File: src/rtl/magic_nor_sequencer.sv
// magic_nor_sequencer
// Executes a stored NOR/NOT/INIT micro-program over a row of MAGIC memristor
// cells, one instruction per clock. The program is loaded through a simple
// write port while idle; a start request loads the row from in_vec and runs
// the program from address 0 until an END word or the end of program memory.
//
// Optional feature: define MAGIC_INIT_CHECK_EN to model MAGIC init physics.
// A per-cell init mask is kept; a NOT/NOR into a cell that was not INITed
// since its last logic write can only pull the cell 1->0, and it raises the
// sticky err flag. Without the macro, results are written unconditionally
// and err is tied low.
//
// Ports:
//   clk        rising-edge clock
//   rst        asynchronous active-high reset
//   prog_we    program write strobe (honoured only while idle)
//   prog_addr  program write address
//   prog_data  instruction word {op[1:0], dst, src_a, src_b}
//   start      start request (ignored while busy)
//   in_vec     initial cell values, sampled on an accepted start
//   busy       program executing
//   done       one-cycle completion pulse
//   err        sticky init violation flag
//   out_vec    current cell states (meaningful while busy=0)
//
// Handshake: start is accepted on any rising edge where busy=0; busy rises on
// that same edge. done pulses for exactly one cycle as busy falls, and a start
// presented during that done cycle is accepted.
module magic_nor_sequencer #(
  parameter int NCELL  = 16,
  parameter int NINSTR = 16,
  localparam int AW = $clog2(NCELL),
  localparam int PW = $clog2(NINSTR),
  localparam int IW = 2 + 3*AW
) (
  input  logic             clk,
  input  logic             rst,
  input  logic             prog_we,
  input  logic [PW-1:0]    prog_addr,
  input  logic [IW-1:0]    prog_data,
  input  logic             start,
  input  logic [NCELL-1:0] in_vec,
  output logic             busy,
  output logic             done,
  output logic             err,
  output logic [NCELL-1:0] out_vec
);

  typedef enum logic {
    S_IDLE = 1'b0,
    S_RUN  = 1'b1
  } state_t;

  localparam logic [1:0] OP_END  = 2'b00;
  localparam logic [1:0] OP_NOT  = 2'b01;
  localparam logic [1:0] OP_NOR  = 2'b10;
  localparam logic [1:0] OP_INIT = 2'b11;

  state_t           state;
  logic [IW-1:0]    prog [NINSTR];
  // One extra pc bit: after the last word has executed, pc points one past
  // the program and that slot behaves as an implicit END, so a full program
  // takes the same "ops + 1" edges as one ending in an explicit END.
  logic [PW:0]      pc;
  logic [NCELL-1:0] cells;
  logic [NCELL-1:0] next_cells;

  logic [IW-1:0]    instr;
  logic [1:0]       op;
  logic [AW-1:0]    dst;
  logic [AW-1:0]    src_a;
  logic [AW-1:0]    src_b;
  logic             result;

  assign instr  = (pc < (PW+1)'(NINSTR)) ? prog[pc[PW-1:0]] : '0;
  assign op     = instr[IW-1:IW-2];
  assign dst    = instr[3*AW-1:2*AW];
  assign src_a  = instr[2*AW-1:AW];
  assign src_b  = instr[AW-1:0];
  // Sources are read from the current register value, so dst == src is fine.
  assign result = (op == OP_NOT) ? ~cells[src_a] : ~(cells[src_a] | cells[src_b]);

  assign out_vec = cells;

`ifdef MAGIC_INIT_CHECK_EN
  logic [NCELL-1:0] init_mask;
  logic [NCELL-1:0] next_mask;
  logic             viol;
  logic             err_q;

  assign err = err_q;

  always_comb begin
    next_cells = cells;
    next_mask  = init_mask;
    viol       = 1'b0;
    case (op)
      OP_INIT: begin
        next_cells[dst] = 1'b1;
        next_mask[dst]  = 1'b1;
      end
      OP_NOT, OP_NOR: begin
        if (init_mask[dst]) begin
          next_cells[dst] = result;
        end else begin
          // Un-initialised cell: MAGIC can only switch it 1->0.
          next_cells[dst] = cells[dst] & result;
          viol            = 1'b1;
        end
        next_mask[dst] = 1'b0;
      end
      default: ;
    endcase
  end
`else
  assign err = 1'b0;

  always_comb begin
    next_cells = cells;
    case (op)
      OP_INIT:        next_cells[dst] = 1'b1;
      OP_NOT, OP_NOR: next_cells[dst] = result;
      default: ;
    endcase
  end
`endif

  always_ff @(posedge clk or posedge rst) begin
    if (rst) begin
      state <= S_IDLE;
      pc    <= '0;
      cells <= '0;
      busy  <= 1'b0;
      done  <= 1'b0;
      for (int i = 0; i < NINSTR; i++) prog[i] <= '0;
`ifdef MAGIC_INIT_CHECK_EN
      init_mask <= '0;
      err_q     <= 1'b0;
`endif
    end else begin
      done <= 1'b0;
      // Writes land even on the start edge; the word is fetched later.
      if (state == S_IDLE && prog_we) prog[prog_addr] <= prog_data;
      case (state)
        S_IDLE: begin
          if (start) begin
            cells <= in_vec;
            pc    <= '0;
            busy  <= 1'b1;
            state <= S_RUN;
`ifdef MAGIC_INIT_CHECK_EN
            init_mask <= '0;
            err_q     <= 1'b0;
`endif
          end
        end
        S_RUN: begin
          if (op == OP_END) begin
            busy  <= 1'b0;
            done  <= 1'b1;
            state <= S_IDLE;
          end else begin
            cells <= next_cells;
            pc    <= pc + 1'b1;
`ifdef MAGIC_INIT_CHECK_EN
            init_mask <= next_mask;
            err_q     <= err_q | viol;
`endif
          end
        end
        default: state <= S_IDLE;
      endcase
    end
  end

endmodule
File: config.mk
export PLATFORM = sky130hd
export DESIGN_NAME = magic_nor_sequencer
export DESIGN_NICKNAME = d
export VERILOG_FILES = /design/src/rtl/magic_nor_sequencer.sv
export SDC_FILE = /design/constraint.sdc
export NUM_CORES = 1
export LEC_CHECK = 0
export ABC_AREA = 1
export BUFFER_PORTS_ARGS = -buffer_cell sky130_fd_sc_hd__buf_2
export CELL_PAD_IN_SITES_DETAIL_PLACEMENT = 2
export CELL_PAD_IN_SITES_GLOBAL_PLACEMENT = 2
export CORE_MARGIN = 2
export CORE_UTILIZATION = 34
export DETAILED_ROUTE_END_ITERATION = 8
export PLACE_DENSITY = 0.77
export SETUP_SLACK_MARGIN = 0.15
export SYNTH_ARGS = -nofsm -noshare
export SYNTH_HDL_FRONTEND = slang
export SYNTH_SLANG_ARGS = --single-unit
File: constraint.sdc
create_clock -name clk -period 6.34 [get_ports clk]
set_clock_uncertainty 0.2 [all_clocks]
set_input_delay 0 -clock clk [delete_from_list [all_inputs] [get_ports clk]]
set_output_delay 0 -clock clk [all_outputs]
set_load 0.02 [all_outputs]
==> impl_metrics.tcl <==
set metrics [dict create \
    cts.path.max_buffers 3 \
    dp.final_hpwl_um 26500 \
    cts_max_level 1 \
    wl_um 42900 \
    postSynth.asyncResetShare 1.00 \
    area_growth_pct 14.6 \
    viasPerCell 5.37 \
    drc 0 \
    grt_max_degree 175 \
    fp-row-count 69 \
    dr_total_vias 11100 \
    synth.distinct_cells 37 \
    cts.repair.resized 0 \
    yosysWarnings 0 \
    syn_inst 1542 \
    critical_path_required_ps 6590 \
    io_pins 57 \
    gr-total-overflow 0 \
    grt_pass1_wl_um 69400 \
    drive_above_1_share 0.0943 \
    clk_latency_ps 580 \
    seq_area_frac_synth 0.508 \
    finalSetupViolations 0 \
    die_h_um 194 \
    hold_ws_ps 22.7 \
    syn_nets 1584 \
    fmax_mhz 202 \
    start_kind "flop" \
    root_buffer "clkbuf_16" \
    critical_path_class "flop to flop" \
    grt_use_total 0.230 \
    synth_ff_type "dfrtp_1" \
    syn_avg_cell_area_um2 7.93 \
    clk_pin_slew_ps 60 \
    synth_edf_count 0 \
    layout_common_cells "nand2_1, o21ai_0, dfrtp_1, nor2_1, inv_1" \
    nNetsFinal 1621 \
    clock_sinks 248 \
    antenna_found_initial 0 \
    wl_per_cell_um 20.8 \
    ant_nets 0 \
    cts_tree "built" \
    r2r_cells 15 \
    drt_iter0_drc 498 \
    outcome "complete, no violations" \
    grt_pass1_vias 12200 \
    antenna_cells 0 \
    dieArea_um2 37500 \
    cap_violations 0 \
    fin_tns_setup_ps 0 \
    worst_pin_slew_ps 1250 \
    drtPass1Iterations 5 \
    synth_seq_cells 248 \
    rsz0062_at_grt "false" \
    final-hold-violation-count 0 \
    utilization 0.395 \
    place.gp.congestion 0.824 \
    endpoint_kind "flop" \
    power.leakage_uw 0.00656 \
    final-max-slew-violation-count 0 \
    fin_crit_ps 4950 \
    crit_path_max_fanout 31 \
    fin_crit_sh 0.780 \
    initial_core_util 0.345 \
    netlist_area_um2 12200 \
    min-delay-path-class "input pin to asynchronous set/reset pin" \
    max-vdd-ir-drop_uv 283 \
    layout_commonest_cell "nand2_1" \
    powerDensity_nw_per_um2 578 \
    port_buffers 55 \
    numCtsBuffers 30 \
    worstPathArrival_ps 5200 \
    slew_headroom 0.167 \
    fp.dieW_um 194 \
    coreArea_um2 35500 \
]
## critical path, stage by stage, from the launching register on
cell,delay [ps]
dfrtp_1,950
nand2_1,190
inv_1,580
a22o_1,240
inv_1,40
a21oi_1,280
inv_1,80
ha_1,380
nor2_1,160
clkinv_1,460
o21ai_0,320
inv_1,440
o21ai_1,310
inv_1,60
nor2_1,90
a21oi_1,40
## final cells by class
class                   instances  area (um^2)
multi-input cells            1101         5070
inverters                      91          350
clock inverters                 5         90.1
repair buffers                107          776
flip-flops and latches        248         6210
clock buffers                  50          936
fillers                      3986        21500
well taps                     461          577
## cell families after synthesis
| logic type | after synthesis | share of synthesized area |
|---|---|---|
| compound gates | 443 | 0.194 |
| buf+inv | 193 | 0.0780 |
| simple gates | 653 | 0.216 |
| other cells | 1 | 0.000307 |
| flops | 248 | 0.508 |
| fa+ha+maj | 4 | 0.00409 |
## worst paths after layout
kind | from | endpoint | slack [ps]
min in group clk | prog_we | prog[85] | 40
setup / recovery | pc[2] | out_vec[8] | 1390
hold reg to reg | prog[80] | prog[80] | 280
max in group asynchronous | rst | out_vec[3] | 5070
hold / removal | rst | prog[193] | 20
setup reg to reg | pc[2] | out_vec[8] | 1390
## registers in the layout (all words and copies together) (netlist names)
signal	cells
state	1
out_vec	16
busy	1
prog	224
pc	5
done	1
## where the power goes
part | switching [uW] | internal (uW) | total [uW]
Sequential | 507 | 2260 | 2770
Clock | 696 | 1080 | 1770
Combinational | 2420 | 1140 | 3550
## per-stage QoR
| stage | setup slack [ps] | instances | area, um^2 | total power, uW |
|---|---|---|---|---|
| 2_1_floorplan | 2840 | 1542 | 12200 | 5340 |
| 5_1_grt | 858 | 2063 | 14000 | 8780 |
| 4_1_cts | 1340 | 2063 | 14000 | 8180 |
| 6_report | 1390 | 2063 | 14000 | 8100 |
| 3_5_place_dp | 1370 | 1969 | 12600 | 6320 |
| 3_3_place_gp | 1610 | 1969 | 12600 | 6080 |
## metal layers
metal	vias up	wire length [um]	GRT usage
met1	5731	19600	0.303
met4	0	897	0.0540
met2	130	21400	0.406
met3	56	1050	0.0242
li1	5170	-	-
met5	-	0	0
## timing repair
action                                 CTS  global route
endpoints found under the hold margin  494             0
setup buffers                            0             0
hold buffers                            39             0
## synthesized netlist by cell type (12+ instances only)
library cell,count,area [um^2]
o221ai_1,12,105
nor2_1,125,469
a21oi_1,53,265
inv_1,78,293
o21ai_1,22,110
o21ai_0,304,1520
clkbuf_1,58,218
buf_6,21,236
dfrtp_1,248,6210
nand3_1,74,370
buf_2,13,65.1
nand2_1,427,1600
o22ai_1,39,244
(Power assumes the default switching activity.)
